`config.mk`:
```
export PLATFORM = sky130hd
export DESIGN_NAME = crc_frame_rx
export DESIGN_NICKNAME = d
export VERILOG_FILES = /design/src/rtl/crc_frame_rx.sv
export SDC_FILE = /design/constraint.sdc
export NUM_CORES = 1
export LEC_CHECK = 0
export CAP_MARGIN = 15
export CORE_MARGIN = 2
export CORE_UTILIZATION = 25
export DETAILED_ROUTE_END_ITERATION = 8
export PLACE_DENSITY = 0.44
export SYNTH_ARGS = -nofsm -noshare
export SYNTH_HDL_FRONTEND = slang
export SYNTH_SLANG_ARGS = --single-unit
```
`constraint.sdc`:
```
create_clock -name clock -period 4.47 [get_ports clock]
set_input_delay 0.894 -clock clock [delete_from_list [all_inputs] [get_ports clock]]
set_output_delay 0.894 -clock clock [all_outputs]
set_load 0.01 [all_outputs]
```
`src/rtl/crc_frame_rx.sv`:
```
// crc_frame_rx: receive-side frame checker between the UART receiver and the
// control logic of the Avalon-MM UART peripheral. Bytes are grouped into frames
// of FRAME_LEN payload bytes plus one CRC-8 byte. The CRC is computed bit-serially
// (MSB first, init 0, no reflection, no final XOR). The payload is released on a
// valid/ready stream only when the received CRC matches.
// Optional feature: define CRC_FRAME_TIMEOUT_EN to abort partial frames after
// TIMEOUT_CYCLES idle cycles between bytes.
module crc_frame_rx #(
  parameter int         FRAME_LEN      = 4,
  parameter logic [7:0] CRC_KEY        = 8'h37,
  parameter int         TIMEOUT_CYCLES = 57288
) (
  input  logic       clock,
  input  logic       resetn,
  input  logic [7:0] rx_data,
  input  logic       rx_done,
  output logic [7:0] out_data,
  output logic       out_valid,
  input  logic       out_ready,
  output logic       frame_ok,
  output logic       frame_err,
  output logic       busy,
  output logic [2:0] status,
  input  logic       clr_status
);

  localparam int              IW     = $clog2(FRAME_LEN);
  localparam logic [IW:0]     LEN_C  = (IW+1)'(FRAME_LEN);
  localparam logic [IW-1:0]   LAST_K = IW'(FRAME_LEN - 1);

  // Reject parameter values the counters and buffer cannot represent
  if (FRAME_LEN < 2 || FRAME_LEN > 16 || TIMEOUT_CYCLES < 1 || TIMEOUT_CYCLES > 131071) begin : g_param_check
    $error("crc_frame_rx: FRAME_LEN must be 2..16 and TIMEOUT_CYCLES 1..131071");
  end

  typedef enum logic [2:0] {
    IDLE,
    CALC,
    COLLECT,
    WAIT_CRC,
    CHECK,
    DRAIN
  } state_t;

  state_t        state_q, state_d;
  logic [7:0]    pay_q [FRAME_LEN];
  logic [7:0]    pay_d [FRAME_LEN];
  logic [IW:0]   idx_q, idx_d;
  logic [IW-1:0] k_q, k_d;
  logic [7:0]    crc_q, crc_d;
  logic [7:0]    shreg_q, shreg_d;
  logic [2:0]    bit_cnt_q, bit_cnt_d;
  logic [7:0]    rx_crc_q, rx_crc_d;
  logic          out_valid_q, out_valid_d;
  logic          frame_ok_q, frame_ok_d;
  logic          frame_err_q, frame_err_d;
  logic [2:0]    status_q, status_d;
  logic          set_crc_err, set_overrun, set_timeout;
  logic          timeout_hit;

`ifdef CRC_FRAME_TIMEOUT_EN
  localparam logic [16:0] TIMEOUT_C = 17'(TIMEOUT_CYCLES);

  logic [16:0] timer_q, timer_d;

  // Idle-gap counter: restarts on every received byte, runs only while waiting for one
  always_comb begin
    timer_d = '0;
    if (!rx_done && !timeout_hit && (state_q == COLLECT || state_q == WAIT_CRC)) begin
      timer_d = timer_q + 17'd1;
    end
  end

  assign timeout_hit = (state_q == COLLECT || state_q == WAIT_CRC) && (timer_q == TIMEOUT_C);

  // Idle-gap counter register
  always_ff @(posedge clock) begin
    if (!resetn) begin
      timer_q <= '0;
    end else begin
      timer_q <= timer_d;
    end
  end
`else
  assign timeout_hit = 1'b0;
`endif

  // Frame sequencing, CRC shifting, payload buffering and drain handshake
  always_comb begin
    state_d     = state_q;
    pay_d       = pay_q;
    idx_d       = idx_q;
    k_d         = k_q;
    crc_d       = crc_q;
    shreg_d     = shreg_q;
    bit_cnt_d   = bit_cnt_q;
    rx_crc_d    = rx_crc_q;
    out_valid_d = 1'b0;
    frame_ok_d  = 1'b0;
    frame_err_d = 1'b0;
    set_crc_err = 1'b0;
    set_overrun = 1'b0;
    set_timeout = 1'b0;

    case (state_q)
      IDLE: begin
        if (rx_done) begin
          pay_d[0]  = rx_data;
          shreg_d   = rx_data;
          idx_d     = (IW+1)'(1);
          bit_cnt_d = 3'd0;
          state_d   = CALC;
        end
      end

      CALC: begin
        crc_d     = {crc_q[6:0], 1'b0} ^ ((crc_q[7] ^ shreg_q[7]) ? CRC_KEY : 8'h00);
        shreg_d   = {shreg_q[6:0], 1'b0};
        bit_cnt_d = bit_cnt_q + 3'd1;
        if (rx_done) begin
          set_overrun = 1'b1;
        end
        if (bit_cnt_q == 3'd7) begin
          state_d = (idx_q == LEN_C) ? WAIT_CRC : COLLECT;
        end
      end

      COLLECT: begin
        if (timeout_hit) begin
          frame_err_d = 1'b1;
          set_timeout = 1'b1;
          set_overrun = rx_done;
          crc_d       = 8'h00;
          state_d     = IDLE;
        end else if (rx_done) begin
          pay_d[idx_q[IW-1:0]] = rx_data;
          shreg_d   = rx_data;
          idx_d     = idx_q + (IW+1)'(1);
          bit_cnt_d = 3'd0;
          state_d   = CALC;
        end
      end

      WAIT_CRC: begin
        if (timeout_hit) begin
          frame_err_d = 1'b1;
          set_timeout = 1'b1;
          set_overrun = rx_done;
          crc_d       = 8'h00;
          state_d     = IDLE;
        end else if (rx_done) begin
          rx_crc_d = rx_data;
          state_d  = CHECK;
        end
      end

      CHECK: begin
        crc_d = 8'h00;
        if (rx_done) begin
          set_overrun = 1'b1;
        end
        if (rx_crc_q == crc_q) begin
          frame_ok_d = 1'b1;
          k_d        = '0;
          state_d    = DRAIN;
        end else begin
          frame_err_d = 1'b1;
          set_crc_err = 1'b1;
          state_d     = IDLE;
        end
      end

      DRAIN: begin
        out_valid_d = 1'b1;
        if (rx_done) begin
          set_overrun = 1'b1;
        end
        if (out_valid_q && out_ready) begin
          if (k_q == LAST_K) begin
            out_valid_d = 1'b0;
            k_d         = '0;
            state_d     = IDLE;
          end else begin
            k_d = k_q + IW'(1);
          end
        end
      end

      default: begin
        state_d = IDLE;
      end
    endcase
  end

  // Sticky status: a new event in the same cycle as clr_status is kept
  always_comb begin
    status_d = clr_status ? 3'b000 : status_q;
    if (set_crc_err) status_d[0] = 1'b1;
    if (set_overrun) status_d[1] = 1'b1;
    if (set_timeout) status_d[2] = 1'b1;
  end

  // State and datapath registers with synchronous active-low reset
  always_ff @(posedge clock) begin
    if (!resetn) begin
      state_q     <= IDLE;
      for (int i = 0; i < FRAME_LEN; i++) pay_q[i] <= 8'h00;
      idx_q       <= '0;
      k_q         <= '0;
      crc_q       <= 8'h00;
      shreg_q     <= 8'h00;
      bit_cnt_q   <= 3'd0;
      rx_crc_q    <= 8'h00;
      out_valid_q <= 1'b0;
      frame_ok_q  <= 1'b0;
      frame_err_q <= 1'b0;
      status_q    <= 3'b000;
    end else begin
      state_q     <= state_d;
      pay_q       <= pay_d;
      idx_q       <= idx_d;
      k_q         <= k_d;
      crc_q       <= crc_d;
      shreg_q     <= shreg_d;
      bit_cnt_q   <= bit_cnt_d;
      rx_crc_q    <= rx_crc_d;
      out_valid_q <= out_valid_d;
      frame_ok_q  <= frame_ok_d;
      frame_err_q <= frame_err_d;
      status_q    <= status_d;
    end
  end

  assign out_valid = out_valid_q;
  assign out_data  = out_valid_q ? pay_q[k_q] : 8'h00;
  assign frame_ok  = frame_ok_q;
  assign frame_err = frame_err_q;
  assign busy      = (state_q != IDLE);
  assign status    = status_q;

endmodule
```
After elaboration in Yosys (flattened, before gate mapping)
Index checks and enable logic that the tools add are counted.
Word-level totals
  register bits after elaboration: 72
  input port bits: 13
  output and inout port bits: 15
  logic and storage cells: 102
Operators by class
  add/sub/neg operators: 3
  magnitude comparators: 3
  eq/ne operators: 17
  multiplexer cells: 39
  bitwise logic cells: 4
  reductions and logical operators: 20
Operators with widths (count)
  8-bit one-hot mux with 2 select lines: 3
  8-bit two-way mux: 5
  32-bit bitwise mux: 1
  32-bit two-way mux: 1
  3-bit two-way mux: 8
  8-bit binary-select mux with 2-bit select: 1
  8-bit demux with 2-bit select: 1
  3-bit one-hot mux with 5 select lines: 1
  2-bit inequality test, second input constant: 7
  3-bit == test, second input constant: 4
  3-bit one-hot mux with 2 select lines: 2
  2-bit nonzero test: 6
  1-bit two-way mux: 10
  2-bit AND reduction: 5
  8-bit == test: 1
  2-bit two-way mux: 4
  8-bit by 6-bit bitwise XOR with 8-bit output: 1
  3-bit by 1-bit adder with 3-bit output, second input constant: 2
  3-bit by 2-bit == test with 1-bit output, second input constant: 2
  3-bit >= comparator, second input constant: 2
  6-bit two-way mux: 1
  2-bit inverter with 3-bit output: 2
  3-bit AND reduction: 2
  5-bit AND reduction: 1
  12 further kinds: 13

Longest topological paths before layout
  depth in word-level cells: 8
  mapped depth: 8
  gate-level depth less buffers: 6

Least setup slack after synthesis
OpenSTA, ideal clock, no wires.
  kind: flip-flop to output port
  start point: register k_q[0]
  end point: output out_data[1]
  arrival: 1.301 ns
  required time: 3.576 ns
  setup slack: 2.275 ns
  cell stages (with the launch flop): 4
  path buffers: 1
  cells stage by stage: dfxtp_1 buf_2 mux4_2 and2_1
Between the ends
  longest elaborated chain between the ends: 5
Ends and longest elaborated chain
  start: declaration: line 49  | logic [IW-1:0] k_q, k_d;
  start signal: assignment: line 222  | k_q <= k_d;
  2-bit inverter with 3-bit output (implied by the code): line 235  | assign out_data = out_valid_q ? pay_q[k_q] : 8'h00;
  8-bit binary-select mux with 2-bit select: line 235
  8-bit two-way mux (implied by the code) (2 in a row): line 235
  8-bit two-way mux: line 235
  end: declaration: line 17  | output logic [7:0] out_data,
Every way passes these cells. The select of a mux whose other input is x is not followed.

Final worst setup path
  start point: register k_q[0]
  end point: output out_data[4]
The elaborated chain is that of the path after synthesis.

==> reports/metrics.cfg <==
[pwr]
ir_worst_vdd_v=0.0001638
power.density_nw_per_um2=378.5
p_seq_share_pct=43.2
switching_share_pct=24.31
clkPwrFrac_pct=47.7
p_int_mw=1.196
combPwrFrac_pct=9.1
p_switching_mw=0.3841
p_leak_nw=1.690

[synth]
syn-instance-count=344
yosys_warnings=0
synthFlopType=dfxtp_1
synth_edf_count=0
ys_seq_area_share_pct=41.36
async_flop_share_pct=0
synth.net_count=364
syn-cell-area_um2=3485
postSynthAreaPerCell_um2=10.13
yosys_register_bits=72
yosysUniqueCellTypes=47

[cts]
cts_setup_buffers=0
numClockSinks=72
cts_made_buffers=9
ctsHoldBuffers=0
clk_pin_slew_worst_paths_ns=0.06
h-tree-depth=3
post_cts_resized=0
clockRootBuffer=clkbuf_16
cts_tree=done
clk_path_buf_depth=2
clkLatencyLatePin_ns=0.34

[die]
fp-row-count=43
die_y_um=122.1
io_pins=28
start_util_pct=25.30
die_area_um2=14900
die_w_um=122.1
core-area_um2=13770

[grt]
grt_first_pass_wirelength_um=12860
grt_use_total_pct=11.55
grt-ovfl-total=0
grt_max_degree=71
antenna_found_initial=0
grt_pass1_vias=2392

[detailed_routing]
initialDrtViolationCount=125
wl_per_cell_um=14.70
dr.pass1.iters=4
remaining_drc_errors=0
vias=2441
totalWireLength_um=8013
ant_nets=0
vias_per_cell=4.479

[worst_setup_path]
arrival_ns=2.29
reg2reg_to=shreg_q[1]$_SDFFE_PN0P_
end_kind=output port
crit_fanout=12
r2r_setup_slack_ns=2.02
reg2reg_depth=4
r2r-start=state_q[0]$_SDFFE_PN0P_
cp-start-kind=flop
crit_required_ns=3.58
crit_type=reg -> out

[final_layout]
areaGrowthSynthToFinish_pct=19.78
n_antenna_cell=0
fillerInstances=1471
fin_cells=545
drive_gt1_share_pct=10.68
fin_nets=380

[place]
hpwlAfterDp_um=5290
port_buffers=26
pre_cts_ws_ns=1.586
dp_cells=529
gp_congestion=0.6853

[timing]
fin_skew_ns=0.007046
fmax_ghz=0.3145
fin_crit_sh_pct=71.14
fin_tns_setup_ns=0
hold_ws_ns=0.4509
rsz0062_at_grt=false
worst_pin_slew_ns=0.8388
hold_violations=0
setup_viol=0
relSlewSlack_pct=43.84
setup_slack_ns=1.290
slew_viol_final=0
min_period_ns=3.180

[min_path]
whs_path_depth=2
hold_end=shreg_q[0]$_SDFFE_PN0P_
hold_path.startpoint=shreg_q[0]$_SDFFE_PN0P_
hp-class=reg -> reg

[run_status]
status=completed

[job]
drv_cap=0

==> cells in the mapped netlist (5+ instances only) <==
cell type / count / area (um2)
a21boi_0: 9 / 67.56
a22oi_1: 11 / 82.58
and2_1: 10 / 62.56
buf_2: 8 / 40.04
clkbuf_1: 11 / 41.29
dfxtp_1: 72 / 1441
ha_1: 7 / 87.58
inv_1: 6 / 22.52
mux2i_1: 33 / 330.3
mux4_2: 8 / 180.2
nand2_1: 32 / 120.1
nand3_1: 9 / 45.04
nor2_1: 5 / 18.77
nor2b_1: 47 / 294.0
o211a_1: 8 / 80.08
o21ai_0: 11 / 55.05
xnor2_1: 12 / 105.1
==> area by class of cell <==
type | instances | area, um2 | area share (%)
timing repair buffer | 28 | 270.3 | 6.475
clock inverter | 5 | 63.81 | 1.529
tap | 180 | 225.2 | 5.396
sequential | 72 | 1441 | 34.53
inverter | 6 | 22.52 | 0.5396
multi-input combinational | 243 | 1898 | 45.47
clock buffer | 11 | 252.7 | 6.055
==> power groups by stage <==
stage               combinational [mW]  clock (mW)  sequential, mW
floorplan                        0.113           0           0.688
global placement                 0.146           0           0.697
detailed placement               0.147           0           0.697
CTS                              0.147       0.780           0.683
global route                     0.160       0.804           0.686
finish                           0.144       0.753           0.683
==> sequential cells by signal, summed over array words and instances, names as in the netlist, 2 cells and up <==
register	cells
shreg_q	8
crc_q	8
status	2
idx_q	3
state_q	3
bit_cnt_q	3
rx_crc_q	8
k_q	2
pay_q	32
==> metal layers <==
layer	vias to the layer above	GRT usage, %	share of wire [%]
li1	1220	-	-
met1	1149	14.23	46
met2	57	18.82	47
met3	15	3.652	5.1
met4	0	4.382	2.3
met5	-	0	0
==> layout by cell type (no fill, tap or decap), drive strengths merged, types with 2 or more instances in the layout <==
master	instances
nand3b	2
a22oi	11
o211a	8
nand4	2
buf	3
clkbuf	11
inv	7
mux2i	33
nor3	2
clkdlybuf4s50	25
o21a	2
nand3	15
o21ai	13
a21boi	12
nor2	5
xnor2	13
clkinv	2
nor3b	3
dfxtp	72
ha	7
and2b	2
mux4	8
nor2b	47
nand2	32
and2	10
and3b	2
==> metrics by stage <==
stage | utilization, % | power [mW] | area [um2]
after global routing | 30.31 | 1.650 | 4174
after floorplan | - | 0.8005 | 3485
final | 30.31 | 1.580 | 4174
after CTS | 30.31 | 1.610 | 4174
after global placement | 28.01 | 0.8429 | 3857
after detailed placement | 28.01 | 0.8441 | 3857
==> worst max-delay path, cell delays in order, from the launching register on <==
cell	delay, ns
dfxtp_1	0.73
mux4_2	0.58
and2_1	0.17
clkdlybuf4s50_1	0.47
==> how the worst max path moves through the flow <==
stage / start / endpoint / slack [ns] / depth (start not counted)
final: k_q[0]$_SDFFE_PN0P_ / out_data[4] / 1.29 / 3
after global routing: k_q[0]$_SDFFE_PN0P_ / out_data[4] / 1.08 / 3
after CTS: k_q[0]$_SDFFE_PN0P_ / out_data[1] / 1.21 / 3
after detailed placement: k_q[0]$_SDFFE_PN0P_ / out_data[1] / 1.59 / 3
after global placement: k_q[0]$_SDFFE_PN0P_ / out_data[1] / 1.60 / 3
after floorplan: k_q[0]$_SDFFE_PN0P_ / out_data[1] / 2.27 / 3
==> cell families (layout without fill, tap and decap cells) <==
family                     after synthesis  in the layout  share of synthesized area, %
other                                    1              1                        0.1076
muxes                                   41             41                         14.65
AOI/OAI and AO/OA                       54             54                         11.74
and+or+nand+nor                        127            127                         21.98
adders and majority gates                7              7                         2.513
buffers and inverters                   29             50                         4.165
xor gates and xnor gates                13             13                         3.483
DFF                                     72             72                         41.36
Note: power is estimated with default switching activity, not from simulation.
